===== src/rtl/uart_pkg.sv =====
// Shared UART definitions: FSM state encoding and the minimum bit period.
// The receiver and the transmit controller both use this package.
package uart_pkg;

  localparam logic [2:0] IDLE      = 3'd0;
  localparam logic [2:0] START     = 3'd1;
  localparam logic [2:0] DATA      = 3'd2;
  localparam logic [2:0] PARITY    = 3'd3;
  localparam logic [2:0] STOP      = 3'd4;
  localparam logic [2:0] WAIT_IDLE = 3'd5;

  localparam logic [3:0] SPEED_MIN = 4'd2;

  // Bit periods below SPEED_MIN cannot hold a mid-bit sample point.
  function automatic logic [3:0] clamp_speed(input logic [3:0] s);
    return (s < SPEED_MIN) ? SPEED_MIN : s;
  endfunction

endpackage


===== src/rtl/uart_rx_module_if.sv =====
// Receiver host-side bundle.
//   Rx, Speed, Parity        : line and frame controls into the receiver
//   Data, DataValid          : received word and its one-cycle strobe
//   ParityError, FrameError  : status of the last frame
//   Busy                     : receiver not idle
// master = line/host side driving the controls, slave = the receiver.
interface uart_rx_module_if #(parameter int DataLength = 9);
  logic                  Rx;
  logic [3:0]            Speed;
  logic                  Parity;
  logic [DataLength-1:0] Data;
  logic                  DataValid;
  logic                  ParityError;
  logic                  FrameError;
  logic                  Busy;

  modport master (output Rx, Speed, Parity,
                  input  Data, DataValid, ParityError, FrameError, Busy);
  modport slave  (input  Rx, Speed, Parity,
                  output Data, DataValid, ParityError, FrameError, Busy);
endinterface


===== src/rtl/uart_rx_bit_timer.sv =====
// Bit timer for the UART receiver.
//   Clock, Reset : system clock, async active-low reset
//   start        : start edge seen; latch clamped Speed, load half a period
//   run          : frame in progress, timer counts
//   speed        : raw Speed input (sampled only on start)
//   expire       : one-cycle strobe at each sample point
module uart_rx_bit_timer
  import uart_pkg::*;
(
  input  logic       Clock,
  input  logic       Reset,
  input  logic       start,
  input  logic       run,
  input  logic [3:0] speed,
  output logic       expire
);

  logic [3:0] period, cnt, p_new;

  assign p_new  = clamp_speed(speed);
  assign expire = run && (cnt == 4'd1);

  // Half-period first load centres every later sample in its bit cell;
  // expiry reloads the full period so samples stay one period apart.
  always_ff @(posedge Clock or negedge Reset) begin
    if (!Reset) begin
      period <= SPEED_MIN;
      cnt    <= '0;
    end else if (start) begin
      period <= p_new;
      cnt    <= p_new >> 1;
    end else if (run) begin
      cnt <= (cnt == 4'd1) ? period : cnt - 4'd1;
    end
  end

endmodule


===== src/rtl/uart_rx_module.sv =====
// UART receiver: synchronizes Rx, detects the start edge, samples each bit
// mid-cell, reassembles a DataLength-bit word LSB first, checks optional even
// parity and the stop bit, and presents the word with a one-cycle DataValid.
//   Clock, Reset : system clock, async active-low reset
//   bus (slave)  : Rx/Speed/Parity in; Data/DataValid/ParityError/FrameError/Busy out
module uart_rx_module
  import uart_pkg::*;
#(
  parameter int DataLength = 9,
  parameter int SyncStages = 2
) (
  input  logic            Clock,
  input  logic            Reset,
  uart_rx_module_if.slave bus
);

  localparam int IW = (DataLength > 1) ? $clog2(DataLength) : 1;

  logic [SyncStages-1:0] sync;
  logic                  rx_s;
  logic [2:0]            state;
  logic                  par_en, par_bit;
  logic [DataLength-1:0] shreg;
  logic [IW-1:0]         idx;
  logic                  start, run, expire;

  always_ff @(posedge Clock or negedge Reset) begin
    if (!Reset) sync <= '1;
    else        sync <= {sync[SyncStages-2:0], bus.Rx};
  end
  assign rx_s = sync[SyncStages-1];

  // IDLE is only entered with the synchronized line high (reset value, stop
  // sampled 1, false start, WAIT_IDLE exit), so a low level here is a 1->0 edge.
  assign start    = (state == IDLE) && !rx_s;
  assign run      = (state == START) || (state == DATA) ||
                    (state == PARITY) || (state == STOP);
  assign bus.Busy = (state != IDLE);

  uart_rx_bit_timer u_timer (
    .Clock  (Clock),
    .Reset  (Reset),
    .start  (start),
    .run    (run),
    .speed  (bus.Speed),
    .expire (expire)
  );

  always_ff @(posedge Clock or negedge Reset) begin
    if (!Reset) begin
      state           <= IDLE;
      par_en          <= 1'b0;
      par_bit         <= 1'b0;
      shreg           <= '0;
      idx             <= '0;
      bus.Data        <= '0;
      bus.DataValid   <= 1'b0;
      bus.ParityError <= 1'b0;
      bus.FrameError  <= 1'b0;
    end else begin
      bus.DataValid <= 1'b0;
      case (state)
        IDLE: if (start) begin
          state  <= START;
          par_en <= bus.Parity;
        end
        START: if (expire) begin
          // line back high at mid start bit: glitch, drop silently
          state <= rx_s ? IDLE : DATA;
          idx   <= '0;
        end
        DATA: if (expire) begin
          shreg[idx] <= rx_s;
          if (idx == IW'(DataLength - 1)) state <= par_en ? PARITY : STOP;
          else                            idx   <= idx + IW'(1);
        end
        PARITY: if (expire) begin
          par_bit <= rx_s;
          state   <= STOP;
        end
        STOP: if (expire) begin
          bus.Data        <= shreg;
          bus.ParityError <= par_en & (^shreg ^ par_bit);
          bus.FrameError  <= ~rx_s;
          bus.DataValid   <= 1'b1;
          // a low stop bit may be a break; wait for the line to recover
          state           <= rx_s ? IDLE : WAIT_IDLE;
        end
        WAIT_IDLE: if (rx_s) state <= IDLE;
        default: state <= IDLE;
      endcase
    end
  end

endmodule

===== src/flat_wrapper.sv =====
// flat-port wrapper written by rule: the top's interface ports become plain ports
module uart_rx_module_flat import uart_pkg::*;
#(
  parameter int DataLength = 9,
  parameter int SyncStages = 2
)
  (Clock, Reset, bus_Rx, bus_Speed, bus_Parity, bus_Data, bus_DataValid, bus_ParityError, bus_FrameError, bus_Busy);
  uart_rx_module_if #(.DataLength(DataLength)) bus_i ();
  input  logic Clock;
  input  logic Reset;
  input wire logic [$bits(bus_i.Rx)-1:0] bus_Rx;
  input wire logic [$bits(bus_i.Speed)-1:0] bus_Speed;
  input wire logic [$bits(bus_i.Parity)-1:0] bus_Parity;
  output wire logic [$bits(bus_i.Data)-1:0] bus_Data;
  output wire logic [$bits(bus_i.DataValid)-1:0] bus_DataValid;
  output wire logic [$bits(bus_i.ParityError)-1:0] bus_ParityError;
  output wire logic [$bits(bus_i.FrameError)-1:0] bus_FrameError;
  output wire logic [$bits(bus_i.Busy)-1:0] bus_Busy;
  assign bus_i.Rx = bus_Rx;
  assign bus_i.Speed = bus_Speed;
  assign bus_i.Parity = bus_Parity;
  assign bus_Data = bus_i.Data;
  assign bus_DataValid = bus_i.DataValid;
  assign bus_ParityError = bus_i.ParityError;
  assign bus_FrameError = bus_i.FrameError;
  assign bus_Busy = bus_i.Busy;
  uart_rx_module #(.DataLength(DataLength), .SyncStages(SyncStages)) u_core (.Clock(Clock), .Reset(Reset), .bus(bus_i));
endmodule

===== config.mk =====
export PLATFORM = sky130hd
export DESIGN_NAME = uart_rx_module_flat
export DESIGN_NICKNAME = d
export VERILOG_FILES = /design/src/rtl/uart_pkg.sv /design/src/rtl/uart_rx_module_if.sv /design/src/rtl/uart_rx_bit_timer.sv /design/src/rtl/uart_rx_module.sv /design/src/flat_wrapper.sv
export SDC_FILE = /design/constraint.sdc
export NUM_CORES = 1
export LEC_CHECK = 0
export CAP_MARGIN = 30
export CELL_PAD_IN_SITES_DETAIL_PLACEMENT = 2
export CELL_PAD_IN_SITES_GLOBAL_PLACEMENT = 2
export CORE_AREA = 4 4 80 82
export DETAILED_ROUTE_END_ITERATION = 8
export DIE_AREA = 0 0 84 86
export PLACE_DENSITY_LB_ADDON = 0.1
export SLEW_MARGIN = 20
export SYNTH_ARGS = -nofsm -noshare
export SYNTH_HDL_FRONTEND = slang
export SYNTH_HIERARCHICAL = 1
export SYNTH_SLANG_ARGS = --single-unit

===== constraint.sdc =====
create_clock -name Clock -period 3.1 [get_ports Clock]
set_clock_uncertainty 0.1 [all_clocks]
set_input_delay 0.62 -clock Clock [delete_from_list [all_inputs] [get_ports Clock]]
set_output_delay 0.62 -clock Clock [all_outputs]
set_load 0.01 [all_outputs]

* After elaboration in Yosys (flattened, before gate mapping) *
Cells that the tools add are included.

word-level totals
  bits of input ports = 8
  output and inout bits = 13
  register bits = 40
  logic and storage cells = 77

cells by class
  $lt $le $gt $ge = 3
  equal/unequal tests = 15
  reduce and logical (&&, ||, !) cells = 18
  bitwise gates (word level) = 3
  add/sub/neg operators = 2
  muxes and demuxes = 24

operators with widths
  operator             count
  $mux 4               7
  $mux 3               9
  $pmux 3 s6           1
  $ne 2x1->1 const B   6
  $bwmux 9             1
  $reduce_xor 9->1     1
  $pmux 4 s2           1
  $reduce_and 2->1     4
  $reduce_and 7->1     1
  $eq 3x2->1 const B   2
  $eq 3x3->1 const B   2
  $lt 4x5->1 const B   1
  $add 4x1->4 const B  1
  $demux 1 s4          1
  $eq 4x1->1 const B   1
  $eq 4x4->1 const B   1
  $ge 4x1->1 const B   1
  $lt 4x2->1 const B   1
  $ne 2x2->1 const B   2
  $reduce_and 4->1     1
  $reduce_bool 2->1    2
  $sub 4x1->4 const B  1
  $eq 3x1->1 const B   1
  $logic_and 1x1->1    3
  other kinds (9)      13

* Depth between registers and ports, before layout *
Gate-level depths: netlist (run 1).

  word-level depth = 7
  gate-level depth with buffers = 8
  mapped depth without buffers = 8

* Hierarchy *
The synthesis (run 1) kept the hierarchy.

by module, submodules not included
  module             cells each  area each (um^2)  sequential area each (um^2)  instances
  uart_rx_module     136         1,644.1           803.3                        1
  uart_rx_bit_timer  49          467.9             201.4                        1

* Least setup slack after synthesis (run 1) *
OpenSTA, ideal clock, no wires.

  path type = reg2reg
  start = register u_core.state[2]
  end = register u_core.idx[2]
  slack = 0.914 ns
  period minus slack after synthesis = 2.186 ns
  arrival = 1.960 ns
  setup time = 0.127 ns
  stages on the path, launching flop included = 7
  required time = 2.873 ns
  path buffers = 1
  cells stage by stage = dfrtp_1 -> buf_2 -> xnor2_1 -> and2_2 -> nor2b_1 -> o21ai_0 -> a221o_2

on the way
  cells in the longest elaborated chain, start to end = 7
  elaborated cells on any way between the ends = 14
  classes of those cells = 7 x eq/ne; 1 x mux; 6 x reduce/logical

RTL lines
  element                                          line                     RTL
  start: declaration                               uart_rx_module.sv:21     logic [2:0] state;
  start signal: assignment                         uart_rx_module.sv:69     state <= rx_s ? IDLE : DATA;
  start signal: assignment                         uart_rx_module.sv:74     if (idx == IW'(DataLength - 1)) state <= par_en ? PARITY : STOP;
  start signal: assignment                         uart_rx_module.sv:87     state <= rx_s ? IDLE : WAIT_IDLE;
  $eq 3x1->1 / $eq 3x2->1 (equally long branches)  uart_rx_module.sv:36     assign run = (state == START) || (state == DATA) ||
  $logic_or 1x1->1 (2 in a row)                    uart_rx_module.sv:36
  $logic_or 1x1->1 (*)                             uart_rx_module.sv:37     (state == PARITY) || (state == STOP);
  named net u_core.run                             uart_rx_module.sv:25     logic start, run, expire;
  $logic_and 1x1->1 (*)                            uart_rx_bit_timer.sv:21  assign expire = run && (cnt == 4'd1);
  named net u_core.expire                          uart_rx_module.sv:25
  $ne 2x1->1 (no line)                             -
  $reduce_and 4->1 (no line) (*)                   -
  end signal: assignment                           uart_rx_module.sv:75     else idx <= idx + IW'(1);
  end: declaration                                 uart_rx_module.sv:24     logic [IW-1:0] idx;

The timed path passes the listed nets; every way through them passes the cells marked *.
A chain may end at the register's enable or synchronous reset.

* Final worst setup path (run 1) *
  start = register u_core.state[0]
  end = output bus_Busy

on the way
  cells in the longest elaborated chain, start to end = 1

RTL lines
  element            line                  RTL
  $reduce_bool 3->1  uart_rx_module.sv:38  assign bus.Busy = (state != IDLE);
  end: declaration   flat_wrapper.sv:18    output wire logic [$bits(bus_i.Busy)-1:0] bus_Busy;

No other way between the ends.

==> results.yml, run 1 <==
setup_path:
  r2r_cells: 6
  cp.arrival_ps: 1830
  critPathMaxStageDelay_ps: 540
  reg2reg_setup_slack_ps: 610
  r2r_start: "u_core/u_timer/cnt[1]"
  crit_type: "flip-flop to primary output"
  cp_cell_sequence: "or3_2, clkdlybuf4s50_1"
  crit_path_max_fanout: 10
  cp_slowest_cell: "or3_2"
  reg2reg_to: "u_core/bus.Data[2]"
  crit_path_start_kind: "flip-flop"
  end_kind: "primary output"
  worst_ep_required_time_ps: 2380
drt:
  vias: 1446
  drtIter0Drc: 45
  first_pass_iters: 4
  drc: 0
  vias_per_cell: 5.07
  wl_um: 4930
  wire_per_inst_um: 17.3
  postRouteAntennaNets: 0
place:
  gp_congestion: 0.742
  placed_cell_area_um2: 2370
  io_buffers: 20
  hpwl_um: 3640
synthesis:
  netlist.area_leader.share: 0.438
  yosysMostFrequentCell: "dfrtp_1"
  seq_area_frac_synth: 0.476
  synth_edf_count: 0
  synth-seq-cells: 40
  ys_types: 48
  synthTopCellsByCount: "dfrtp_1 (37), nand2_1 (17), o21ai_0 (13)"
  yosys.area.top_type: "dfrtp_1"
  avgSynthCellArea_um2: 11.4
  synthCells: 185
  synth_fp_nets: 199
  synthFlopType: "dfrtp_1"
  synthArstFlopShare: 1.00
  yosys_warnings: 6
  synth_area_um2: 2110
  synth_area_leaders: "dfrtp_1 (44%), mux2_2 (5.9%), mux2_4 (5.7%)"
cts:
  cts.sinks: 40
  cts_max_level: 2
  clkLatencyLatePin_ps: 290
  clockRootBuffer: "clkbuf_8"
  cts_resized: 0
  holdBufCountCts: 0
  clk_pin_slew_ps: 80
  cts_tree: "built"
  clock_path_buffers: 2
  cts_made_buffers: 5
  post-cts-setup-buffers: 0
floorplanning:
  dieArea_um2: 7220
  ios: 21
  dieWidth_um: 84
  rows: 28
  fp.dieH_um: 86
  core_area_um2: 5750
  start_util: 0.368
final_layout:
  antenna_cells: 0
  drive_gt1_frac: 0.214
  fillCellCount: 610
  stdcell_area_um2: 2500
  nets: 223
  syn_to_final_growth_pct: 18.4
run_status:
  status: "complete, no violations"
timing:
  fin_crit_ps: 2550
  period_share: 0.824
  finalHoldViolCount: 0
  setup_viol: 0
  slew_headroom: 0.632
  slew_violations: 0
  grt_setup_unrepaired: "false"
  fmax_ghz: 0.392
  fin_tns_setup_ps: 0
  tightest_slew_ps: 552
pwr:
  switching_share: 0.365
  internal-power_uw: 1250
  p_comb_frac: 0.387
  clkPwrFrac: 0.210
  p_sw_uw: 718
  p_leak_uw: 0.00113
  pwr-share-seq: 0.404
  ir_drop_uv: 356
  powerDensity_nw_per_um2: 787
flow_run:
  cap_violations: 0
global_route:
  grt_max_degree: 41
  grt_pass1_vias: 1661
  overflow: 0
  grt_util_all_layers: 0.149
  grt_antenna_before_repair: 0
  grt_first_pass_wirelength_um: 8580
hold_path:
  hp-class: "input pin to async pin"
-- registers in the layout, summed over array words and instances (netlist names), 2 cells and up --
name and count:
u_core/bus.Data 9, u_core/shreg 9, u_core/idx 4, u_core/u_timer/cnt 4, u_core/u_timer/period 4, u_core/state 3, u_core/sync 2
-- worst max path at each step --
stage / start / endpoint / slack, ps / cells past startpoint
6_report: u_core/state[0] / bus_Busy / 550 / 2
5_1_grt: u_core/u_timer/cnt[1] / u_core/bus.Data[3] / 430 / 6
4_1_cts: u_core/state[0] / bus_Busy / 510 / 2
3_5_place_dp: u_core/u_timer/cnt[1] / u_core/bus.Data[2] / 590 / 6
3_3_place_gp: u_core/state[0] / u_core/bus.Data[7] / 720 / 6
2_1_floorplan: u_core/state[2] / u_core/idx[2] / 910 / 6
-- routing by layer --
| layer | share of wire | up-vias | wire length, um | GRT usage |
|---|---|---|---|---|
| li1 | - | 695 | - | - |
| met3 | 0.028 | 6 | 138 | 0.0384 |
| met2 | 0.51 | 15 | 2540 | 0.257 |
| met1 | 0.44 | 730 | 2190 | 0.184 |
| met5 | 0 | - | 0 | 0 |
| met4 | 0.012 | 0 | 60 | 0.0439 |
-- layout make-up --
type | count | area [um^2] | area share
Tap cell | 75 | 93.8 | 0.0375
Multi-Input combinational cell | 128 | 1020 | 0.409
Timing Repair Buffer | 23 | 230 | 0.0920
Clock buffer | 6 | 72.6 | 0.0290
Inverter | 11 | 41.3 | 0.0165
Clock inverter | 2 | 35.0 | 0.0140
Sequential cell | 40 | 1000 | 0.402
-- worst max-delay path, delay by kind of cell, from the launching register on --
kind	cells	cell delay [ps]
AND/OR/NAND/NOR	1	540
buffers and inverters	1	500
flip-flops	1	510
-- through the flow --
stage / hold WS [ps] / util / std cells / total power (uW) / setup WS [ps]
global placement: 246 / 0.413 / 276 / 1510 / 715
CTS: 259 / 0.432 / 284 / 2000 / 513
floorplan: 224 / - / 185 / 1320 / 914
detailed placement: 248 / 0.413 / 276 / 1570 / 585
global route: 104 / 0.435 / 285 / 2150 / 428
finish: 108 / 0.435 / 285 / 1970 / 546
-- power by group through the flow --
stage	logic (uW)	clock network (uW)	registers, uW
2_1_floorplan	594	0	725
3_3_place_gp	718	0	794
3_5_place_dp	764	0	808
4_1_cts	771	432	798
5_1_grt	858	465	823
6_report	761	413	795
-- layout by cell type (no fill, tap or decap), types with 2 or more instances in the layout --
cell             synthesis  routed
o21ai_0                 13      13
o31ai_1                  2       2
clkdlybuf4s50_1          0      19
clkbuf_8                 0       5
mux2_4                   8       8
inv_1                   11      11
dfrtp_1                 37      37
nand3_1                  6       6
nand2b_1                 5       5
nor2_1                   7       7
nor3_1                   2       2
dfstp_2                  3       3
xnor2_1                  8       8
a21oi_1                  3       3
a211oi_1                 2       2
mux2_2                  11      11
o21a_1                   3       3
ha_1                     6       6
mux2i_1                  5       5
nand2_1                 17      17
buf_4                    1       2
nor2b_1                  5       5
-- cell families after synthesis --
logic type      synth area share
compound gates            0.0989
xor+xnor                  0.0438
fa+ha+maj                 0.0355
buf+inv                   0.0397
flops                      0.476
mux                        0.139
simple gates               0.167
Note: power is estimated with default switching activity, not from simulation.
==> run 2, diff against run 1 <==
CORE_AREA = 4 4 84 86   (was 4 4 80 82)
DIE_AREA = 0 0 88 90   (was 0 0 84 86)
clock period = 2 ns   (was 3.1 ns; I/O delays follow)
==> run 2 against run 1 <==
  * Critical path type unchanged
  * Sequential share of layout area decreased by 3.8 points
  * Flip-flop and latch count unchanged
  * Largest power group is now combinational cells
  * Cell count increased by 7.7%
  * Via count increased by 7.4%
  * First-iteration DRC count decreased by 31%
  * Combinational power increased by 120%
==> results.yml, run 2 (synthesized netlist as in run 1, its figures left out) <==
run_status:
  status: "complete, no violations"
timing:
  fmax_ghz: 0.512
  fin_crit_ps: 1950
  tightest_slew_ps: 500
  setup_viol: 0
  slew_headroom: 0.666
  finalHoldViolCount: 0
  holdWs_ps: 261
  grt_setup_unrepaired: "true"
  period_share: 0.976
  slew_violations: 0
global_route:
  grt_first_pass_wirelength_um: 9450
  grt_use_met2: 0.251
  met1_usage: 0.199
  gr-max-usage-layer: "met2"
  grtUsageMet3: 0.0265
  grt_util_all_layers: 0.151
  grt_pass1_vias: 1817
  grt_max_degree: 22
  grt_antenna_before_repair: 0
  overflow: 0
drt:
  vias: 1553
  first_pass_iters: 4
  postRouteAntennaNets: 0
  vias_per_cell: 5.06
  wl_um: 5500
  wire_per_inst_um: 17.9
  drc: 0
  drtIter0Drc: 31
place:
  io_buffers: 20
  placed_cell_area_um2: 2530
  hpwl_um: 3980
  gp_congestion: 0.865
hold_path:
  holdPathStages: 0
  hp-class: "flip-flop to flip-flop"
  min_from: "u_core/sync[0]"
pwr:
  ir_drop_uv: 521
  p_leak_uw: 0.00124
  totalPowerFinal_uw: 3520
  powerDensity_nw_per_um2: 1270
floorplanning:
  dieArea_um2: 7920
  start_util: 0.336
  rows: 29
  dieWidth_um: 88
  ios: 21
  fp.dieH_um: 90
  core_area_um2: 6280
final_layout:
  layout_common_cells: "dfrtp_1 (36), buf_4 (20), clkdlybuf4s50_1 (18)"
  antenna_cells: 0
  stdcell_area_um2: 2770
  drive_gt1_frac: 0.357
  syn_to_final_growth_pct: 31.1
  layout_commonest_cell: "dfrtp_1"
  reg_top3: "u_core/bus.Data x9, u_core/shreg x9"
  nets: 243
setup_path:
  crit_buf_inv: 1
  worst-path-stages: 2
  crit_path_max_fanout: 2
  cp.arrival_ps: 1450
  crit_type: "flip-flop to primary output"
  r2r_cells: 7
  path_delay_family: "simple AND/OR/NAND/NOR gates"
  cp_cell_sequence: "or3_2, dlygate4sd2_1"
  cp_slowest_cell: "or3_2"
  worst_ep_required_time_ps: 1500
  end_kind: "primary output"
  r2r_start: "u_core/u_timer/cnt[1]"
  critPathMaxStageDelay_ps: 490
  crit_path_start_kind: "flip-flop"
  setup.worst_path.start: "u_core/state[0]"
cts:
  cts_tree: "built"
  cts_made_buffers: 5
  cts.sinks: 40
  clockRootBuffer: "clkbuf_8"
  clkLatencyLatePin_ps: 300
  cts_max_level: 2
  clock_path_buffers: 2
  clk_pin_slew_ps: 80
flow_run:
  cap_violations: 0
-- run 2: changes by cell type in the layout (fill, tap and decap cells not counted), moves of 2 or more --
| cell | change |
|---|---|
| nand2_2 | +4 |
| buf_4 | +18 |
| o21ai_0 | -2 |
| nand2_1 | -4 |
-- run 2: worst paths after layout --
path,end,slack [ps]
max,bus_Busy,50
min,u_core/sync[1],260
max reg2reg,u_core/shreg[4],50
min reg2reg,u_core/sync[1],260
max in group asynchronous,u_core/sync[0],720
min in group asynchronous,u_core/shreg[3],510
-- run 2: final cells by class --
cell class                      instances  area (um^2)
Fill cell                             640         3510
Multi-Input combinational cell        128         1120
Sequential cell                        40         1010
Timing Repair Buffer                   43          394
Tap cell                               77         96.3
Clock buffer                            5         68.8
Clock inverter                          3         42.5
Inverter                               11         41.3
-- run 2: stage by stage --
stage                     std cells  worst slack, ps  setup TNS, ps  utilization
after floorplan                 185            0.467              0            -
after global placement          291             82.1              0        0.404
after detailed placement        291            -62.9          -77.8        0.404
after CTS                       304           0.0986              0        0.431
after global routing            307            -11.5          -24.8        0.441
final                           307             47.5              0        0.441
-- run 2: power breakdown --
part / switching (uW) / total, uW / internal (uW) / leakage, uW
Clock: 305 / 675 / 370 / 0.0000541
Combinational: 858 / 1710 / 850 / 0.000659
Sequential: 145 / 1140 / 994 / 0.000527
Total: 1310 / 3520 / 2210 / 0.00124
-- run 2: layer usage --
metal,up-vias,share of wire
met1,797,0.45
met4,0,0.011
met2,19,0.51
li1,731,-
met3,6,0.028
met5,-,0
-- run 2: timing repair --
| item | in CTS | in global routing |
|---|---|---|
| gates resized for setup | 9 | 10 |
| endpoints found under the setup margin | 20 | 25 |
| pin swaps | 2 | 2 |
| buffers inserted | 4 | 3 |
| hold endpoints to repair | 19 | 0 |
| hold buffers | 1 | 0 |
==> run 3, diff against run 2 <==
CAP_MARGIN = 40   (was 30)
==> results of run 3 <==
Final layout, timing and power as in run 2 (identical DEF).
